==> src/rtl/multicycle_controller.sv <==
// Multicycle model-machine controller: FETCH/EXEC sequencing with a mem_ready
// handshake, memory watchdog, single-step pause, halt/restart and a
// retired-instruction counter.
module multicycle_controller #(
  parameter int RA_W    = 2,
  parameter int TIMEOUT = 15,
  parameter int CNT_W   = 16
) (
  input  logic                  clk,
  input  logic                  rst_n,
  input  logic                  start,
  input  logic                  step_mode,
  input  logic                  step,
  input  logic [4+2*RA_W-1:0]   ir,
  input  logic                  gf,
  input  logic                  mem_ready,
  output logic                  ld_pc,
  output logic                  in_pc,
  output logic                  ram_re,
  output logic                  ram_we,
  output logic                  ld_ir,
  output logic                  reg_we,
  output logic                  au_en,
  output logic                  g_en,
  output logic                  in_en,
  output logic                  out_en,
  output logic                  s0,
  output logic [1:0]            s,
  output logic [3:0]            ac,
  output logic [RA_W-1:0]       SR,
  output logic [RA_W-1:0]       DR,
  output logic                  halted,
  output logic                  fault,
  output logic [2:0]            state,
  output logic [CNT_W-1:0]      instr_cnt
);

  localparam int IR_W = 4 + 2*RA_W;

  typedef enum logic [2:0] {
    S_IDLE  = 3'd0,
    S_FETCH = 3'd1,
    S_EXEC  = 3'd2,
    S_PAUSE = 3'd3,
    S_HALT  = 3'd4,
    S_FAULT = 3'd5
  } state_t;

  localparam logic [3:0] OP_MOVA = 4'b0100;
  localparam logic [3:0] OP_MOVB = 4'b0101;
  localparam logic [3:0] OP_MOVC = 4'b0110;
  localparam logic [3:0] OP_MOVD = 4'b0111;
  localparam logic [3:0] OP_ADD  = 4'b1000;
  localparam logic [3:0] OP_SUB  = 4'b1001;
  localparam logic [3:0] OP_JMP  = 4'b1010;
  localparam logic [3:0] OP_JG   = 4'b1011;
  localparam logic [3:0] OP_IN   = 4'b1100;
  localparam logic [3:0] OP_OUT  = 4'b1101;
  localparam logic [3:0] OP_MOVI = 4'b1110;
  localparam logic [3:0] OP_HALT = 4'b1111;

  localparam logic [3:0] AC_MOV = 4'b0100;
  localparam logic [3:0] AC_ADD = 4'b1000;
  localparam logic [3:0] AC_SUB = 4'b1001;

  // Fixed register address 3 (zero-extended for wider register files)
  localparam logic [RA_W-1:0] REG3 = RA_W'(2'b11);
  localparam logic [7:0]      TO   = 8'(TIMEOUT);

  state_t           st, st_nx;
  logic [7:0]       wcnt;
  logic [3:0]       op;
  logic [RA_W-1:0]  rd, rs;
  logic             mem_op, waiting, timeout, exec_done;

  assign op = ir[IR_W-1 -: 4];
  assign rd = ir[2*RA_W-1 -: RA_W];
  assign rs = ir[RA_W-1:0];

  assign mem_op    = (op == OP_MOVB) || (op == OP_MOVC) || (op == OP_MOVI);
  // Cycles in which the controller is stalled on the RAM handshake
  assign waiting   = (st == S_FETCH) || ((st == S_EXEC) && mem_op);
  assign timeout   = waiting && !mem_ready && (wcnt == TO);
  assign exec_done = (st == S_EXEC) && (!mem_op || mem_ready);

  // State register, watchdog counter and retired-instruction counter
  always_ff @(posedge clk or negedge rst_n) begin
    if (!rst_n) begin
      st        <= S_IDLE;
      wcnt      <= '0;
      instr_cnt <= '0;
    end else begin
      st <= st_nx;
      // Any state change starts a fresh access window
      if (st_nx != st)
        wcnt <= '0;
      else if (waiting && !mem_ready)
        wcnt <= wcnt + 8'd1;
      if (exec_done)
        instr_cnt <= instr_cnt + 1'b1;
    end
  end

  // Next-state decode; mem_ready wins over an expiring watchdog
  always_comb begin
    st_nx = st;
    case (st)
      S_IDLE:  if (start) st_nx = S_FETCH;
      S_FETCH: begin
        if (mem_ready)    st_nx = S_EXEC;
        else if (timeout) st_nx = S_FAULT;
      end
      S_EXEC: begin
        if (exec_done) begin
          if (op == OP_HALT)  st_nx = S_HALT;
          else if (step_mode) st_nx = S_PAUSE;
          else                st_nx = S_FETCH;
        end else if (timeout) begin
          st_nx = S_FAULT;
        end
      end
      S_PAUSE: if (step)  st_nx = S_FETCH;
      S_HALT,
      S_FAULT: if (start) st_nx = S_FETCH;
      default: st_nx = S_IDLE;
    endcase
  end

  // Datapath strobes decoded from registered state, ir, gf and mem_ready
  always_comb begin
    ld_pc  = 1'b0;
    in_pc  = 1'b0;
    ram_re = 1'b0;
    ram_we = 1'b0;
    ld_ir  = 1'b0;
    reg_we = 1'b0;
    au_en  = 1'b0;
    g_en   = 1'b0;
    in_en  = 1'b0;
    out_en = 1'b0;
    s0     = 1'b1;
    s      = 2'b00;
    ac     = 4'b0000;
    SR     = '0;
    DR     = '0;
    case (st)
      S_FETCH: begin
        ram_re = 1'b1;
        ld_ir  = mem_ready;
        in_pc  = mem_ready;
      end
      S_EXEC: begin
        SR = rs;
        DR = rd;
        case (op)
          OP_MOVA: begin au_en = 1'b1; ac = AC_MOV; reg_we = 1'b1; end
          OP_MOVB: begin ram_we = 1'b1; s = 2'b10; au_en = 1'b1; ac = AC_MOV; end
          OP_MOVC: begin ram_re = 1'b1; s = 2'b01; reg_we = mem_ready; end
          OP_MOVD: begin reg_we = 1'b1; s0 = 1'b0; SR = REG3; DR = REG3; end
          OP_ADD:  begin au_en = 1'b1; ac = AC_ADD; reg_we = 1'b1; end
          OP_SUB:  begin au_en = 1'b1; ac = AC_SUB; reg_we = 1'b1; g_en = 1'b1; end
          OP_JMP:  begin ld_pc = 1'b1; SR = REG3; end
          OP_JG:   begin ld_pc = gf; SR = REG3; end
          OP_IN:   begin reg_we = 1'b1; in_en = 1'b1; end
          OP_OUT:  begin au_en = 1'b1; ac = AC_MOV; out_en = 1'b1; end
          OP_MOVI: begin ram_re = 1'b1; reg_we = mem_ready; in_pc = mem_ready; DR = '0; end
          default: ;
        endcase
      end
      default: ;
    endcase
  end

  assign halted = (st == S_HALT);
  assign fault  = (st == S_FAULT);
  assign state  = st;

endmodule
==> config.mk <==
export PLATFORM = sky130hd
export DESIGN_NAME = multicycle_controller
export DESIGN_NICKNAME = d
export VERILOG_FILES = /design/src/rtl/multicycle_controller.sv
export SDC_FILE = /design/constraint.sdc
export NUM_CORES = 1
export LEC_CHECK = 0
export CORE_MARGIN = 3
export CORE_UTILIZATION = 40
export DETAILED_ROUTE_END_ITERATION = 8
export HOLD_SLACK_MARGIN = 0.15
export MAX_ROUTING_LAYER = met4
export PLACE_DENSITY = 0.7
export SETUP_SLACK_MARGIN = 0.3
export SLEW_MARGIN = 20
export SYNTH_ARGS = -nofsm -noshare
export SYNTH_HDL_FRONTEND = slang
export SYNTH_SLANG_ARGS = --single-unit
==> constraint.sdc <==
create_clock -name clk -period 2.25 [get_ports clk]
set_input_delay 0.45 -clock clk [delete_from_list [all_inputs] [get_ports clk]]
set_output_delay 0.45 -clock clk [all_outputs]
set_load 0.05 [all_outputs]
==> results.md <==
* Synth top area cells: dfrtp_1 (36%), xnor2_1 (7.1%), nor2_1 (4.4%)
* Worst hold slack at ~0.47 ns
* Final Setup Violations at 0
* Crit Path Max Fanout at 7
* Commonest cells after routing, fill and taps aside: buf_4 (41), dfrtp_1 (24), buf_12 (21)
* Num rows at 24
* Layout cells sized above 1 at 0.446
* Status: finished, final reports clean
* CTS max path bufs at 2
* Peak supply drop at ~710 uV
* H-tree depth at 1
* Initial antenna violation count at 0
* Syn_nets at approximately 230
* Cell count after synthesis at between 200 and 250
* Worst hold-check path type: reg -> reg
* Core ar. at ~4400 sq um
* Area after DPL at 3050 sq um
* Worst Hold End: instr_cnt[15]
* 1st-iter DRT viols at 107
* Synth Flop Type: dfrtp_1
* Maximum capacitance violations at 0
* Largest net degree at the start of global routing at 28
* Worst R2R End: wcnt[4]
* Vias at 2008
* Routed Antenna Nets at 0
* Endpoints failing hold at 0
* Post-route setup slack at ~0.049 ns
* GRT overflow at 0
* Commonest non-fill, non-tap cell in the layout: buf_4
* Post-Layout Cell Count at 366
* Largest area contributor in the netlist: dfrtp_1
* CP Class: reg -> out
* Post-DP HPWL at between 4000 and 5000 microns
* Fmax at 454 MHz
* DP Worst Slack at -0.164 ns
* CP arrival at ~1.8 ns
* Hold Path Origin: instr_cnt[15]
* Worst Clk Skew at around 0.0034 ns
* Mapped Area at 1860 sq um
* Clock tree root buffer cell: clkbuf_8
* R2r setup slk at between 0.2 and 0.3 ns
* CP startpoint kind: flop
* I/O pins at 57
* Synth warnings at 0
* First-pass GRT wire length at ~9200 microns
* Nets at 332
* Area growth syn-to-layout at 84.0%
* RR Startpoint: state[2]
* Placed cells at between 300 and 400
* Inserted Diodes at 0
* Hold path depth at 1
* Setup crit end kind: output pin
* DR WL/cell at between 15 and 20 microns
* Synth Register Bits at 27
* Fin crit share at 0.978
* Max Slew Vio Count at 0
* Worst-skew pair later-pin latency at 0.27 ns
* Max-Slew Margin vs Limit at 0.659
* Post-synth EDFFs at 0
* GR Util All Layers at 0.218
* Design area at ~3400 sq um
* Worst EP required at 1.80 ns
* Initial Utilization at 0.422
* Synth cell types at 56
* CTS Hold Buffers Added at 0
* Via/cell ratio at ~5.5
* CTS tree: yes
* RSZ-0062 raised after global routing: true
* Syn avg cell area at ~8.7 sq um
* Power per Cell Area at 946 nW/um^2
* Die W at roughly 74 microns
* Placer Congestion at between 0.8 and 0.9
* Drt pass-1 iters at 4
* # port buffers at 55
* Top cell type's share of synthesized area at 0.363
* FF-to-FF path depth at 7
* Worst-Margin Slew at between 0.5 and 0.6 ns
* Die ar. at 5510 sq um
* Clock Sinks at 27
* Ys async rst share at 1.00
* Final min period at between 2 and 2.5 ns
* Post-synthesis sequential area ratio at 0.363
* DRC at 0
* Total routed wirelength at just over 6000 microns
* Clock transition at path regs at about 0.09 ns
* Vias in the first global route at roughly 2k
* Die Y-Extent at ~74 microns
* Leak at 1.52 nW
* Cts bufs inserted at 3
==> power breakdown <==
part / internal [mW] / leakage (nW) / switching [mW]
combinational: 0.986 / 1.16 / 1.30
sequential: 0.580 / 0.343 / 0.103
clock: 0.127 / 0.0228 / 0.145
==> flip-flops by register name, summed over array words and instances (netlist names) <==
signal	flops
state	3
instr_cnt	16
wcnt	8
==> routing by layer <==
| layer | track usage | routed length (microns) | vias to the layer above |
|---|---|---|---|
| li1 | - | - | 958 |
| met1 | 0.295 | 2650 | 968 |
| met2 | 0.357 | 3010 | 64 |
| met3 | 0.0284 | 265 | 18 |
| met4 | 0.0316 | 163 | 0 |
| met5 | - | 0 | - |
==> worst max path at each step <==
stage / start / end / slack, ns / cells past startpoint
after floorplan: state[2] / ac[0] / -0.09 / 4
final: state[2] / ac[0] / 0.05 / 4
after CTS: state[0] / s0 / 0.08 / 3
after global placement: ir[5] / SR[0] / -0.12 / 6
after global routing: state[2] / ac[0] / 0.002 / 4
after detailed placement: ir[5] / SR[0] / -0.16 / 6
==> cells in the mapped netlist (3+ instances only) <==
| cell type | count |
|---|---|
| a21oi_1 | 11 |
| and2_1 | 4 |
| and3_1 | 4 |
| buf_2 | 5 |
| clkbuf_1 | 3 |
| dfrtp_1 | 27 |
| inv_1 | 8 |
| nand2_1 | 17 |
| nand2b_1 | 7 |
| nand3_1 | 10 |
| nand4_1 | 6 |
| nor2_1 | 22 |
| nor3_1 | 14 |
| o21ai_0 | 7 |
| xnor2_1 | 15 |
| xor2_1 | 6 |
==> area by class of cell <==
type                    count  area [sq um]
fillers                   290           988
repair buffers            105          1190
clock buffers               4          45.0
flip-flops and latches     27           679
well taps                  52          65.1
multi-input cells         170          1410
inverters                   8          32.5
==> per-stage QoR <==
step                TNS [ns]  utilization  power, mW
global route               0        0.776       3.41
detailed placement     -2.03        0.692       2.59
global placement       -1.36        0.692       2.57
CTS                        0        0.741       3.06
floorplan             -0.318            -       1.88
finish                     0        0.776       3.24
==> what timing repair did <==
item | CTS | global route
resized for setup | 51 | 31
setup buffers | 7 | 5
endpoints found under the hold margin | 0 | 0
gates cloned | 1 | 0
setup endpoints to repair | 49 | 39
pin swaps | 8 | 6
==> cells by family (layout without fill, tap and decap cells) <==
logic type                 count (synthesis)  in the layout  share of synthesized area
adders and majority gates                  2              2                     0.0134
other                                      1              1                    0.00201
muxes                                      3              3                     0.0168
DFF                                       27             27                      0.363
buffers and inverters                     18            117                     0.0437
AOI/OAI and AO/OA                         38             38                      0.147
and+or+nand+nor                          105            105                      0.316
xor gates and xnor gates                  21             21                     0.0988
==> critical path, stage by stage, from the launching register on <==
cell	delay [ns]
dfrtp_2	0.42
or3b_4	0.48
nor3_4	0.23
and2_4	0.21
buf_12	0.13
(Power assumes the default switching activity.)
